**src/rtl/pce_bram_pkg.sv**
```systemverilog
// rtl/pce_bram_pkg.sv - shared types and constants for the backup-RAM sequencer
package pce_bram_pkg;

  typedef enum logic [2:0] {
    ST_IDLE = 3'd0,
    ST_FMT  = 3'd1,
    ST_WAIT = 3'd2,
    ST_REQ  = 3'd3,
    ST_XFER = 3'd4
  } bram_state_e;

  localparam int BRAM_SECTORS = 16;

  // "HUBM" signature plus the empty-directory pointers the console expects
  localparam logic [15:0] BRAM_HDR [4] = '{16'h5548, 16'h4D42, 16'h8800, 16'h8010};

endpackage

```
**src/rtl/pce_bram_sync.sv**
```systemverilog
// rtl/pce_bram_sync.sv - backup-RAM save/load/format sequencer between hps_io and RAM port B
module pce_bram_sync
  import pce_bram_pkg::*;
#(
  parameter int SECTORS = BRAM_SECTORS
) (
  input  logic        clk_sys,
  input  logic        reset,
  input  logic        downloading,
  input  logic        img_mounted,
  input  logic        img_readonly,
  input  logic [63:0] img_size,
  input  logic        bk_load,
  input  logic        bk_save,
  input  logic        format,
  input  logic        cd_busy,
  input  logic        sd_ack,
  input  logic [7:0]  sd_buff_addr,
  input  logic [15:0] sd_buff_dout,
  input  logic        sd_buff_wr,
  output logic [31:0] sd_lba,
  output logic        sd_rd,
  output logic        sd_wr,
  output logic        sd_own,
  output logic [11:0] ram_addr,
  output logic [15:0] ram_din,
  output logic        ram_we,
  output logic        bk_ena,
  output logic        bk_loading,
  output logic        bk_busy
);

  localparam logic [3:0] LBA_LAST = 4'(SECTORS - 1);

  bram_state_e state_q, state_d;
  logic [1:0]  fmt_cnt_q, fmt_cnt_d;
  logic [3:0]  lba_q, lba_d;
  logic        loading_q, loading_d;
  logic        own_q, own_d;
  logic        rd_q, rd_d;
  logic        wr_q, wr_d;
  logic        ena_q, ena_d;

  logic        dl_q, fmt_q, load_q, save_q, ack_q;
  logic        dl_rise, dl_fall, fmt_rise, load_rise, save_rise, ack_rise, ack_fall;

  assign dl_rise   = downloading & ~dl_q;
  assign dl_fall   = ~downloading & dl_q;
  assign fmt_rise  = format & ~fmt_q;
  assign load_rise = bk_load & ~load_q;
  assign save_rise = bk_save & ~save_q;
  assign ack_rise  = sd_ack & ~ack_q;
  assign ack_fall  = ~sd_ack & ack_q;

  always_ff @(posedge clk_sys or posedge reset) begin
    if (reset) begin
      dl_q   <= 1'b0;
      fmt_q  <= 1'b0;
      load_q <= 1'b0;
      save_q <= 1'b0;
      ack_q  <= 1'b0;
    end else begin
      dl_q   <= downloading;
      fmt_q  <= format;
      load_q <= bk_load;
      save_q <= bk_save;
      ack_q  <= sd_ack;
    end
  end

  always_comb begin
    state_d   = state_q;
    fmt_cnt_d = fmt_cnt_q;
    lba_d     = lba_q;
    loading_d = loading_q;
    own_d     = own_q;
    rd_d      = rd_q;
    wr_d      = wr_q;
    ena_d     = ena_q;

    // A mount seen during the download overrides the clear at its start
    if (dl_rise) ena_d = 1'b0;
    if (downloading && img_mounted && !img_readonly) ena_d = 1'b1;

    case (state_q)
      ST_IDLE: begin
        if (fmt_rise) begin
          state_d   = ST_FMT;
          fmt_cnt_d = 2'd0;
          lba_d     = 4'd0;
        end else if (dl_fall && ena_q && (img_size != 64'd0)) begin
          state_d   = ST_WAIT;
          loading_d = 1'b1;
          lba_d     = 4'd0;
        end else if (load_rise && ena_q) begin
          state_d   = ST_WAIT;
          loading_d = 1'b1;
          lba_d     = 4'd0;
        end else if (save_rise && ena_q) begin
          state_d   = ST_WAIT;
          loading_d = 1'b0;
          lba_d     = 4'd0;
        end
      end
      ST_FMT: begin
        fmt_cnt_d = fmt_cnt_q + 2'd1;
        if (fmt_cnt_q == 2'd3) state_d = ST_IDLE;
      end
      ST_WAIT: begin
        if (!cd_busy) begin
          state_d = ST_REQ;
          own_d   = 1'b1;
          rd_d    = loading_q;
          wr_d    = ~loading_q;
        end
      end
      ST_REQ: begin
        if (ack_rise) begin
          state_d = ST_XFER;
          rd_d    = 1'b0;
          wr_d    = 1'b0;
        end
      end
      ST_XFER: begin
        if (ack_fall) begin
          if (lba_q == LBA_LAST) begin
            state_d   = ST_IDLE;
            loading_d = 1'b0;
            own_d     = 1'b0;
          end else begin
            state_d = ST_WAIT;
            lba_d   = lba_q + 4'd1;
          end
        end
      end
      default: begin
        state_d   = ST_IDLE;
        loading_d = 1'b0;
        own_d     = 1'b0;
        rd_d      = 1'b0;
        wr_d      = 1'b0;
      end
    endcase
  end

  always_ff @(posedge clk_sys or posedge reset) begin
    if (reset) begin
      state_q   <= ST_IDLE;
      fmt_cnt_q <= 2'd0;
      lba_q     <= 4'd0;
      loading_q <= 1'b0;
      own_q     <= 1'b0;
      rd_q      <= 1'b0;
      wr_q      <= 1'b0;
      ena_q     <= 1'b0;
    end else begin
      state_q   <= state_d;
      fmt_cnt_q <= fmt_cnt_d;
      lba_q     <= lba_d;
      loading_q <= loading_d;
      own_q     <= own_d;
      rd_q      <= rd_d;
      wr_q      <= wr_d;
      ena_q     <= ena_d;
    end
  end

  // Load data goes straight through so the RAM captures on the sd_buff_wr edge
  always_comb begin
    ram_we   = 1'b0;
    ram_addr = 12'd0;
    ram_din  = 16'd0;
    if (state_q == ST_FMT) begin
      ram_we   = 1'b1;
      ram_addr = {10'd0, fmt_cnt_q};
      ram_din  = BRAM_HDR[fmt_cnt_q];
    end else if (state_q == ST_XFER) begin
      ram_addr = {lba_q, sd_buff_addr};
      if (loading_q) begin
        ram_we  = sd_buff_wr & sd_ack;
        ram_din = sd_buff_dout;
      end
    end
  end

  assign sd_lba     = {28'd0, lba_q};
  assign sd_rd      = rd_q;
  assign sd_wr      = wr_q;
  assign sd_own     = own_q;
  assign bk_ena     = ena_q;
  assign bk_loading = loading_q;
  assign bk_busy    = (state_q != ST_IDLE);

endmodule

```
**config.mk**
```make
export PLATFORM = sky130hd
export DESIGN_NAME = pce_bram_sync
export DESIGN_NICKNAME = d
export VERILOG_FILES = /design/src/rtl/pce_bram_pkg.sv /design/src/rtl/pce_bram_sync.sv
export SDC_FILE = /design/constraint.sdc
export NUM_CORES = 1
export LEC_CHECK = 0
export ABC_CLOCK_PERIOD_IN_PS = 2200
export BUFFER_PORTS_ARGS = -buffer_cell sky130_fd_sc_hd__buf_2
export CORE_MARGIN = 2
export CORE_UTILIZATION = 36
export DETAILED_ROUTE_END_ITERATION = 7
export PLACE_DENSITY = 0.8
export RECOVER_POWER = 50
export SYNTH_ARGS = -nofsm -noshare
export SYNTH_HDL_FRONTEND = slang
export SYNTH_SLANG_ARGS = --single-unit
```
**constraint.sdc**
```tcl
create_clock -name clk_sys -period 2.2 [get_ports clk_sys]
set_input_delay 0.33 -clock clk_sys [delete_from_list [all_inputs] [get_ports clk_sys]]
set_output_delay 0.33 -clock clk_sys [all_outputs]
set_load 0.1 [all_outputs]
```
==> impl_results.md <==
* Vias/cell at 4.82
* Synth area leader: dfrtp_1
* Post-synthesis cell type count at 43
* Mapped Area at 1630 um^2
* Pin count of the biggest net entering global routing at 21
* DR iter-0 viols at 59
* Outcome: complete, no violations
* Fin. Hold Viols at 0
* Worst Max-Slew Pin Slew at 1.22 ns
* Reg clk slew, reported paths at 0.07 ns
* Port bufs at 137
* Routed WL at 5260 um
* Max VDD drop at 1.03 mV
* # diodes at 0
* Die height at 71.3 um
* H-Tree Depth at 1
* Final instance area at 2760 um^2
* CTS tree: built
* Routed Antenna Nets at 0
* Die width at 71.3 um
* XOR/XNOR Fraction of Synth Area at 0%
* Logic pwr share at 72.4%
* Crit path launch type: register
* Die area at 5080 um^2
* CTS buffer count at 3
* Fmax at 0.496 GHz
* Clock tree buffer depth at 2
* Post-DP HPWL at 4460 um
* Placed cell area at 2720 um^2
* Synthesized-area fraction occupied by and/or/nand/nor cells at 31.3%
* Share of the synthesized area in the top cell type at 29.2%
* Setup TNS after final layout at 0 ns
* Async S/R FF share, synth at 100%
* Row count at 24
* Fin crit share at 91.7%
* Worst Path Required at 1.87 ns
* Max Slew Vio Count at 0
* Most common cell in the netlist: buf_4
* Mux cell area share after synthesis at 0.691%
* I/O Pins at 166
* Starting Density at 37.4%
* RSZ-0062 raised after global routing: false
* First-pass GRT wire length at 8700 um
* Final nets at 437
* Clock skew at 0.00804 ns
* Filler instances at 359
* Tot Pwr at 3.03 mW
* Instance count of the mapped netlist at 198
* Worst EP arrival at 1.69 ns
* Root Buffer: clkbuf_8
* Routability cong. at 0.899
* HP Class: in2async
* Synthesis-stage register bit count at 19
* Mean area per synthesized cell at 8.23 um^2
* MaxCap Viol Count at 0
* Seq/Total Area, Yosys at 29.2%
* Combinational family with the most area after synthesis: simple AND/OR/NAND/NOR gates
* Vias in the first global route at 1864
* Post-CTS Setup Inserts at 0
* NetSw at 1.84 mW
* Synth Area in Adders at 3.07%
* Global route overflow at 0
* Register share of total power at 19.4%
* Pwr Density at 1100 nW/um^2
* DR WL/cell at 13.6 um
* Leak Pwr at 1.38 nW
* Synth warnings at 0
* CP Capture Type: primary output
* Largest cells by area after synthesis: dfrtp_1 (29%), buf_4 (13%), nor4_1 (5.8%)
* Compound-Gate Fraction of Synth Area at 19.2%
* GRT Total Usage at 21.1%
* Worst-Skew Late Latency at 0.26 ns
* # clock sinks at 19
* Post-synth top cells: buf_4 (28), dfrtp_1 (19), nand2_1 (18)
* Vias at 1856
* Critical path type: reg2out
* Layout cells sized above 1 at 48.6%
* Final setup fails at 0
* Residual DRC at 0
* TritonRoute pass-1 iters at 4
* Slew margin rel. at 19.2%
* Clk pwr share at 8.2%
* Core Region at 4350 um^2
* Post-route minimum period at 2.02 ns
* Post-synth EDFFs at 0
* Critical path fanouts, max at 8
* Net Sw Frac at 60.8%
* Initial antenna violation count at 0
* Layout Area Growth over Synthesis at 69.1%
* Post-synth top flop: dfrtp_1
* Int Pwr at 1.19 mW
timing repair:
action                                  in CTS  in global routing
endpoints found under the setup margin       0                 12
hold buffers                                 0                  0
gates resized for setup                      0                  3
registers in the layout, indices dropped and copies added (netlist names):
signal and count:
ack_q 1, bk_ena 1, bk_loading 1, dl_q 1, fmt_cnt_q 2, fmt_q 1, lba_q 4, load_q 1
save_q 1, sd_own 1, sd_rd 1, sd_wr 1, state_q 3
metrics by stage:
stage	setup WS, ns	util, %	instances	hold WS (ns)
finish	0.182	63.3	385	0.180
global route	0.0633	63.3	385	0.183
CTS	0.0244	63.5	385	0.185
detailed placement	0.135	62.5	381	0.454
global placement	0.218	62.5	381	0.452
floorplan	-0.279	-	225	0.281
routing by layer:
metal,track usage (%),vias up,wire length [um]
met4,6.08,0,46
met5,0,-,0
li1,-,931,-
met1,27.0,861,2190
met2,36.3,60,2710
met3,4.22,4,308
placed cells by master (no fill, tap or decap), types with 5 or more instances in the layout:
cell / netlist / layout
buf_2: 3 / 95
buf_12: 0 / 29
conb_1: 1 / 28
nand2_1: 18 / 17
dfrtp_1: 19 / 17
nor4_1: 15 / 15
and2_2: 0 / 10
clkbuf_1: 5 / 10
nor2_1: 9 / 8
o21ai_1: 6 / 7
inv_1: 6 / 6
and3_1: 6 / 6
nor2b_1: 5 / 5
nand4_1: 5 / 5
a31oi_1: 5 / 5
path summary, 6_finish.rpt:
check / startpoint / end / slack [ns] / depth (start not counted)
max in group asynchronous: reset / bk_loading / 1.51 / 2
min in group clk_sys: bk_save / save_q / 0.19 / 1
worst min register to register: dl_q / bk_ena / 0.49 / 2
worst max register to register: state_q[1] / state_q[0] / 0.40 / 6
worst min-delay path: reset / state_q[0] / 0.18 / 2
worst max-delay path: state_q[1] / ram_din[14] / 0.18 / 5
worst max-delay path, stage by stage (launching register included):
cell and delay [ns]:
dfrtp_1 0.48, nor2_1 0.16, nand2_1 0.22, nor2_2 0.22
a21o_1 0.15, buf_12 0.18
cell type report:
cell class / instances / area, um^2 / area share (%)
tap: 52 / 65.1 / 2.36
timing repair buffer: 140 / 1130 / 41.0
sequential: 19 / 478 / 17.3
clock buffer: 4 / 45.0 / 1.63
multi-input combinational: 164 / 1020 / 36.8
inverter: 6 / 22.5 / 0.817
cells by family (layout without fill, tap and decap cells):
group,count (synthesis),in the layout
flip-flops,19,19
multiplexers,1,1
other,1,28
AO/OA/AOI/OAI,43,43
adder cells (fa/ha/maj),4,4
buffers and inverters,42,150
AND/OR/NAND/NOR,88,88
power by group through the flow:
stage | Clock [mW] | Combinational (mW) | Sequential, mW
after detailed placement | 0 | 2.20 | 0.586
after CTS | 0.250 | 2.21 | 0.580
after floorplan | 0 | 1.37 | 0.850
after global placement | 0 | 2.17 | 0.580
after global routing | 0.268 | 2.31 | 0.608
final | 0.248 | 2.19 | 0.586
(Power assumes the default switching activity.)
